<file path="src/rtl/prio_encoder_hs.sv">
// Handshaked priority encoder: one-entry output register behind a valid/ready pair.
// Define PRIO_ENCODER_RR_EN to replace fixed LSB-first priority with a round-robin pointer.
module prio_encoder_hs #(
  parameter int N = 8,
  parameter int W = (N > 1) ? $clog2(N) : 1
) (
  input  logic         clk,
  input  logic         rst_n,
  input  logic [N-1:0] in_req,
  input  logic         in_valid,
  output logic         in_ready,
  output logic [W-1:0] out_idx,
  output logic         out_none,
  output logic         out_multi,
  output logic         out_valid,
  input  logic         out_ready
);

  typedef enum logic {
    EMPTY = 1'b0,
    FULL  = 1'b1
  } state_e;

  state_e       state_q, state_d;
  logic [W-1:0] idx_q, idx_d;
  logic         none_q, none_d;
  logic         multi_q, multi_d;
  logic         accept;

  logic [W-1:0] win_idx;
  logic         win_none;
  logic         win_multi;

  assign win_none  = ~|in_req;
  // Clearing the lowest set bit leaves something behind iff two or more bits were set.
  assign win_multi = |(in_req & (in_req - {{(N-1){1'b0}}, 1'b1}));

`ifdef PRIO_ENCODER_RR_EN
  logic [W-1:0] ptr_q, ptr_d;

  always_comb begin
    int   pos;
    logic found;
    win_idx = '0;
    found   = 1'b0;
    pos     = 0;
    for (int k = 0; k < N; k++) begin
      pos = int'(ptr_q) + k;
      if (pos >= N) pos = pos - N;
      if (!found && in_req[pos]) begin
        found   = 1'b1;
        win_idx = W'(pos);
      end
    end
  end

  always_comb begin
    ptr_d = ptr_q;
    if (accept && !win_none)
      ptr_d = (win_idx == W'(N - 1)) ? '0 : win_idx + W'(1);
  end

  always_ff @(posedge clk or negedge rst_n) begin
    if (!rst_n) ptr_q <= '0;
    else        ptr_q <= ptr_d;
  end
`else
  // Scan downward so the lowest set bit is the last to write.
  always_comb begin
    win_idx = '0;
    for (int k = N - 1; k >= 0; k--) begin
      if (in_req[k]) win_idx = W'(k);
    end
  end
`endif

  assign in_ready = (state_q == EMPTY) | out_ready;
  assign accept   = in_valid & in_ready;

  always_comb begin
    state_d = state_q;
    idx_d   = idx_q;
    none_d  = none_q;
    multi_d = multi_q;
    if (accept) begin
      state_d = FULL;
      idx_d   = win_idx;
      none_d  = win_none;
      multi_d = win_multi;
    end else if (out_ready) begin
      state_d = EMPTY;
    end
  end

  always_ff @(posedge clk or negedge rst_n) begin
    if (!rst_n) begin
      state_q <= EMPTY;
      idx_q   <= '0;
      none_q  <= 1'b0;
      multi_q <= 1'b0;
    end else begin
      state_q <= state_d;
      idx_q   <= idx_d;
      none_q  <= none_d;
      multi_q <= multi_d;
    end
  end

  assign out_valid = (state_q == FULL);
  assign out_idx   = idx_q;
  assign out_none  = none_q;
  assign out_multi = multi_q;

endmodule

</file>
<file path="config.mk">
export PLATFORM = sky130hd
export DESIGN_NAME = prio_encoder_hs
export DESIGN_NICKNAME = d
export VERILOG_FILES = /design/src/rtl/prio_encoder_hs.sv
export SDC_FILE = /design/constraint.sdc
export NUM_CORES = 1
export LEC_CHECK = 0
export BUFFER_PORTS_ARGS = -buffer_cell sky130_fd_sc_hd__buf_4
export CAP_MARGIN = 20
export CORE_AREA = 2 2 39 41
export CTS_CLUSTER_DIAMETER = 50
export DETAILED_ROUTE_END_ITERATION = 6
export DIE_AREA = 0 0 41 43
export PLACE_DENSITY = 0.62
export SLEW_MARGIN = 10
export SYNTH_ARGS = -nofsm -noshare
export SYNTH_HDL_FRONTEND = slang
export SYNTH_SLANG_ARGS = --single-unit
</file>
<file path="constraint.sdc">
create_clock -name clk -period 1.26 [get_ports clk]
set_clock_uncertainty 0.15 [all_clocks]
set_input_delay 0.315 -clock clk [delete_from_list [all_inputs] [get_ports clk]]
set_output_delay 0.315 -clock clk [all_outputs]
set_load 0.01 [all_outputs]
</file>
==> reports/results.txt, run 1 <==
Outcome = complete, but fails checks
Failing checks = negative setup slack
ANT cells = 0
Synth area leaders = dfrtp_1, a2111oi_4, nor3_1, nand2b_1, or4_4
Grt ovf = 0
Yosys cell types = 23
Post-Syn Nets = 47
Die Footprint = 1763 µm²
DPL Wire Length = 746.9 µm
Initial DRC count = 4
Clock tree buffer depth = 2
Required @ worst endpoint = 1.25 ns
Post-Synth Adder-Cell Area = 2.807%
Routed WL = 1029 µm
Final Setup Violations = 4
Compound-Gate Fraction of Synth Area = 32.28%
Syn Inst Count = 35
Min Tclk post-route = 1.529 ns
GPL Wtd Cong = 0.7858
Antenna violations before repair = 0
Clock group share of total power = 29.9%
Logic pwr share = 34.4%
Utilization after layout = 53.53%
Maximum VDD drop = 0.5706 mV
Worst r2r src = out_valid
Drt pass-1 iters = 5
Antenna violation net count after detailed routing = 0
Largest family of logic cells by synthesized area = compound AO/OA/AOI/OAI gates
Syn. warnings = 0
Final hold vios = 0
Critical-path top delay cell = or4_4
Final cycle utilization of the critical path = 121.4%
I/O pins = 19
Number of global-route vias before repair = 379
Asr flop ratio synth = 100.0%
Critical Path, Cell by Cell = buf_6, or4_4, a2111oi_4, a211oi_1, a211o_1
Lkg Pwr = 0.3281 nW
Pint = 0.4417 mW
Layout cells sized above 1 = 60.29%
Worst hold slack = 0.1901 ns
Die H = 43 µm
Critical Path Max Stage Delay = 0.56 ns
Mapped Area = 356.6 µm²
Initial Util = 25.77%
Multi-input gate area = 274.0 µm²
Num CTS Buffers = 3
Mux share of post-synthesis cell area = 0%
GR Util All Layers = 13.67%
Cell Pwr Density = 839.3 nW/µm²
Slew Viols, Final = 0
Ys flop type = dfrtp_1
Power Total = 0.6217 mW
Worst Setup EP = out_multi
CTS tree = built
CTS root buf = clkbuf_4
Origin of the worst setup path = in_req[3]
Drt drc = 0
Max-cap violation count = 0
Fillers = 126
Area fraction of the dominant cell type after synthesis = 42.11%
Setup CP Type = in -> reg
First-pass GRT wire length = 1600 µm
R2r setup slk = -0.04 ns
Syn Area/Cell = 10.19 µm²
Port Buf Inserts = 18
Worst setup EP type = flip-flop
Vias post-DR = 417
Yosys top cell by area = dfrtp_1
Most common library cells after synthesis = dfrtp_1, nor3_1
Setup TNS = -0.4062 ns
Worst setup slack after layout = -0.2691 ns
CORE AREA = 1384 µm²
Num rows = 14
CP arrival = 1.51 ns
H-tree depth = 1
Layout area overhead = 107.7%
Nets = 82
Worst reg2reg endpoint = out_none
Switch share = 28.96%
CTS clk-pin slew, worst paths = 0.05 ns
Most common cell in the netlist = dfrtp_1
Post-synthesis sequential area ratio = 42.11%
Post-Synth Simple-Gate Area = 21.75%
Relative slew slack = 75.36%
Via-to-Cell Ratio = 4.964
EDFF count, synth = 0
Placed Instances = 77
Reg area = 150.1 µm²
Largest net degree at the start of global routing = 9
Worst-margin pin slew = 0.3603 ns
Highest fanout seen on the critical path = 3
Sequential share of power = 35.6%
Worst skew pair latency = 0.24 ns
FF-to-FF path depth = 5
Finished Layout Cells = 84
Post-Synth XOR/XNOR Area = 0%
Startpoint class of the critical path = input pin
NetSw = 0.1800 mW
CTS sink cnt = 6
Die width = 41 µm
RSZ-0062 raised after global routing = true
#FFs+latches synth = 6
Max Fclk = 654.0 MHz
Routed WL per cell = 12.25 µm
Hold/Removal Path Class = in -> reg
==> final cells by class <==
cell class	instances	area share, %
clock buffers	3	3.041
flip-flops and latches	6	20.27
multi-input cells	28	36.99
inverters	1	0.5068
well taps	16	2.703
repair buffers	30	36.49
==> worst min-delay path by stage <==
stage                     startpoint    endpoint  cells past startpoint
after global routing        in_valid   out_valid                      2
final                       in_valid   out_valid                      2
after global placement         rst_n   out_valid                      1
after floorplan                rst_n  out_idx[0]                      0
after detailed placement       rst_n   out_valid                      1
after CTS                   in_valid   out_valid                      2
==> critical path, delay by kind of cell <==
kind            cells  cell delay [ns]
buf+inv             1             0.09
compound gates      3             0.55
simple gates        1             0.56
==> state kept, by name (all words and copies together), names as in the netlist <==
signal,count
out_idx,3
out_valid,1
out_none,1
out_multi,1
==> cells by family (layout without fill, tap and decap cells) <==
family,Yosys count,after routing
simple gates,14,14
compound gates,13,13
flops,6,6
fa+ha+maj,1,1
buf+inv,1,34
==> layer usage <==
layer | global-route usage, % | routed length (µm) | up-vias
li1 | - | - | 205
met1 | 18.06 | 420 | 197
met2 | 20.31 | 534 | 13
met3 | 3.141 | 54 | 2
met4 | 6.000 | 20 | 0
met5 | 0 | 0 | -
==> power groups by stage <==
stage	clock (mW)	combinational, mW	sequential (mW)
finish	0.186	0.214	0.222
global route	0.201	0.233	0.224
CTS	0.190	0.172	0.220
detailed placement	0	0.159	0.222
global placement	0	0.157	0.222
floorplan	0	0.0482	0.229
==> cells in the final DEF (no fill, tap or decap), types with 2 or more instances in the layout <==
master	Yosys	final
clkbuf_4	0	3
nand2_1	2	2
buf_4	0	20
nor3_1	4	4
buf_6	0	8
dfrtp_1	6	6
==> through the flow <==
step	area [µm²]	worst slack, ns
floorplan	364.1	-0.3847
detailed placement	579.3	-0.5383
CTS	651.9	-0.2592
global route	740.7	-0.3248
finish	740.7	-0.2691
global placement	579.3	-0.5104
==> what timing repair did <==
action	in CTS	in global routing
endpoints found under the setup margin	5	9
gates resized for setup	7	12
hold buffers	1	0
pin swaps	2	4
buffers inserted	1	3
hold endpoints to repair	6	0
(Power assumes the default switching activity.)
==> inputs of run 2 (changes only) <==
--- a/config.mk
+++ b/config.mk
@@ -7,11 +7,13 @@
 export LEC_CHECK = 0
 export BUFFER_PORTS_ARGS = -buffer_cell sky130_fd_sc_hd__buf_4
 export CAP_MARGIN = 20
+export CELL_PAD_IN_SITES_DETAIL_PLACEMENT = 1
+export CELL_PAD_IN_SITES_GLOBAL_PLACEMENT = 1
 export CORE_AREA = 2 2 39 41
 export CTS_CLUSTER_DIAMETER = 50
 export DETAILED_ROUTE_END_ITERATION = 6
 export DIE_AREA = 0 0 41 43
-export PLACE_DENSITY = 0.62
+export PLACE_DENSITY = 0.78
 export SLEW_MARGIN = 10
 export SYNTH_ARGS = -nofsm -noshare
 export SYNTH_HDL_FRONTEND = slang
==> run 2 against run 1 <==
Effect of this change: the run still ends with negative setup slack left; sequential share of layout area fell by 0.53 points; sequential cell count unchanged; worst hold slack improved by 0.0015 ns; via count rose by 9.4%; power up 4.4%; clock power grew 4%; critical path type unchanged.
==> reports/results.txt, run 2 (same netlist as run 1, synthesis figures left out) <==
CTS clk-pin slew, worst paths = 0.05 ns
Max Fclk = 660.5 MHz
Relative slew slack = 69.50%
Pre-CTS WS = -0.5358 ns
Worst setup EP type = flip-flop
DPL Wire Length = 890 µm
RSZ-0062 raised after global routing = true
Worst-margin pin slew = 0.4537 ns
Origin of the worst setup path = in_req[0]
Worst Setup EP = out_multi
Nets = 85
Die Footprint = 1763 µm²
Worst Hold Depth = 2
Largest net degree at the start of global routing = 10
H-tree depth = 1
Setup CP Type = in -> reg
Min Tclk post-route = 1.514 ns
Max reg flops = 3
GPL Wtd Cong = 0.7850
Clock tree buffer depth = 2
GR Util All Layers = 16.47%
Antenna violation net count after detailed routing = 0
Initial Util = 25.77%
Outcome = complete, but fails checks
Vias post-DR = 456
Layout cells sized above 1 = 64.79%
Port Buf Inserts = 18
CTS tree = built
Drt pass-1 iters = 1
Worst hold slack = 0.1916 ns
FF-to-FF path depth = 5
Num rows = 14
ANT cells = 0
Grt ovf = 0
Final Setup Violations = 6
Worst setup slack after layout = -0.2540 ns
Routed WL = 1467 µm
Max-cap violation count = 0
Initial DRC count = 0
Hold/Removal Path Class = in -> reg
R2r setup slk = -0.11 ns
I/O pins = 19
Final hold vios = 0
Maximum VDD drop = 0.5847 mV
Num CTS Buffers = 3
Die H = 43 µm
Antenna violations before repair = 0
Worst reg2reg endpoint = out_multi
Required @ worst endpoint = 1.26 ns
Commonest non-fill, non-tap cells in the layout = buf_4, buf_6, dfrtp_1, nor3_1, clkbuf_4
Via-to-Cell Ratio = 5.241
Worst r2r src = out_valid
Highest fanout seen on the critical path = 3
Drt drc = 0
CTS sink cnt = 6
Worst skew pair latency = 0.26 ns
Layout area overhead = 113.3%
Final cycle utilization of the critical path = 120.2%
First-pass GRT wire length = 1863 µm
CORE AREA = 1384 µm²
CP arrival = 1.51 ns
CTS root buf = clkbuf_4
Number of global-route vias before repair = 421
Slew Viols, Final = 0
Cell Pwr Density = 852.8 nW/µm²
Failing checks = negative setup slack
Die width = 41 µm
Routed WL per cell = 16.86 µm
Commonest non-fill, non-tap cell in the layout = buf_4
Lkg Pwr = 0.3357 nW
Startpoint class of the critical path = input pin
==> run 2: cell count changes in the layout (fill, tap and decap cells not counted), sizes merged <==
cell and delta:
buf +3
==> run 2: through the flow <==
stage | TNS (ns) | utilization [%] | total power [mW] | instances | instance area, µm²
after floorplan | -0.4958 | - | 0.2776 | 35 | 364.1
after global placement | -1.221 | 42.41 | 0.3810 | 78 | 586.8
after detailed placement | -1.402 | 42.41 | 0.3855 | 78 | 586.8
after CTS | -0.6194 | 48.64 | 0.5935 | 84 | 673.1
after global routing | -0.7905 | 54.97 | 0.6845 | 87 | 760.7
final | -0.5291 | 54.97 | 0.6488 | 87 | 760.7
==> run 2: worst min-delay path by stage <==
stage                   from         end  slack (ns)
floorplan              rst_n  out_idx[0]       -0.13
global placement       rst_n  out_idx[2]       -0.02
detailed placement     rst_n   out_valid       -0.02
CTS                 in_valid   out_valid        0.15
global route        in_valid   out_valid        0.19
finish              in_valid   out_valid        0.19
==> run 2: cell type report <==
cell class | instances | area, µm²
fill | 155 | 623.1
timing repair buffer | 33 | 292.8
multi-input combinational | 28 | 271.5
sequential | 6 | 150.1
clock buffer | 3 | 22.52
tap | 16 | 20.02
inverter | 1 | 3.754
==> run 2: critical path, cell delays in order <==
cell and delay, ns:
buf_6 0.09, or4_4 0.57, a2111oi_4 0.22, a211oi_2 0.05, a211o_1 0.27
==> run 2: repair_timing <==
item / CTS / global route
hold buffers: 1 / 0
setup buffers: 2 / 6
resized for setup: 10 / 13
endpoints found under the setup margin: 5 / 11
hold endpoints to repair: 6 / 0
pin swaps: 5 / 3
==> run 2: routing by layer <==
layer / part of all wire, % / GRT usage, % / up-vias
met5: 0 / 0 / -
met4: 2.7 / 10.00 / 0
met3: 5.4 / 6.283 / 5
met2: 59 / 27.81 / 13
met1: 33 / 15.43 / 222
li1: - / - / 216
==> run 2: power by group <==
| group | internal (mW) | switching [mW] |
|---|---|---|
| clock network | 0.109 | 0.0852 |
| logic | 0.133 | 0.102 |
| registers | 0.209 | 0.0110 |
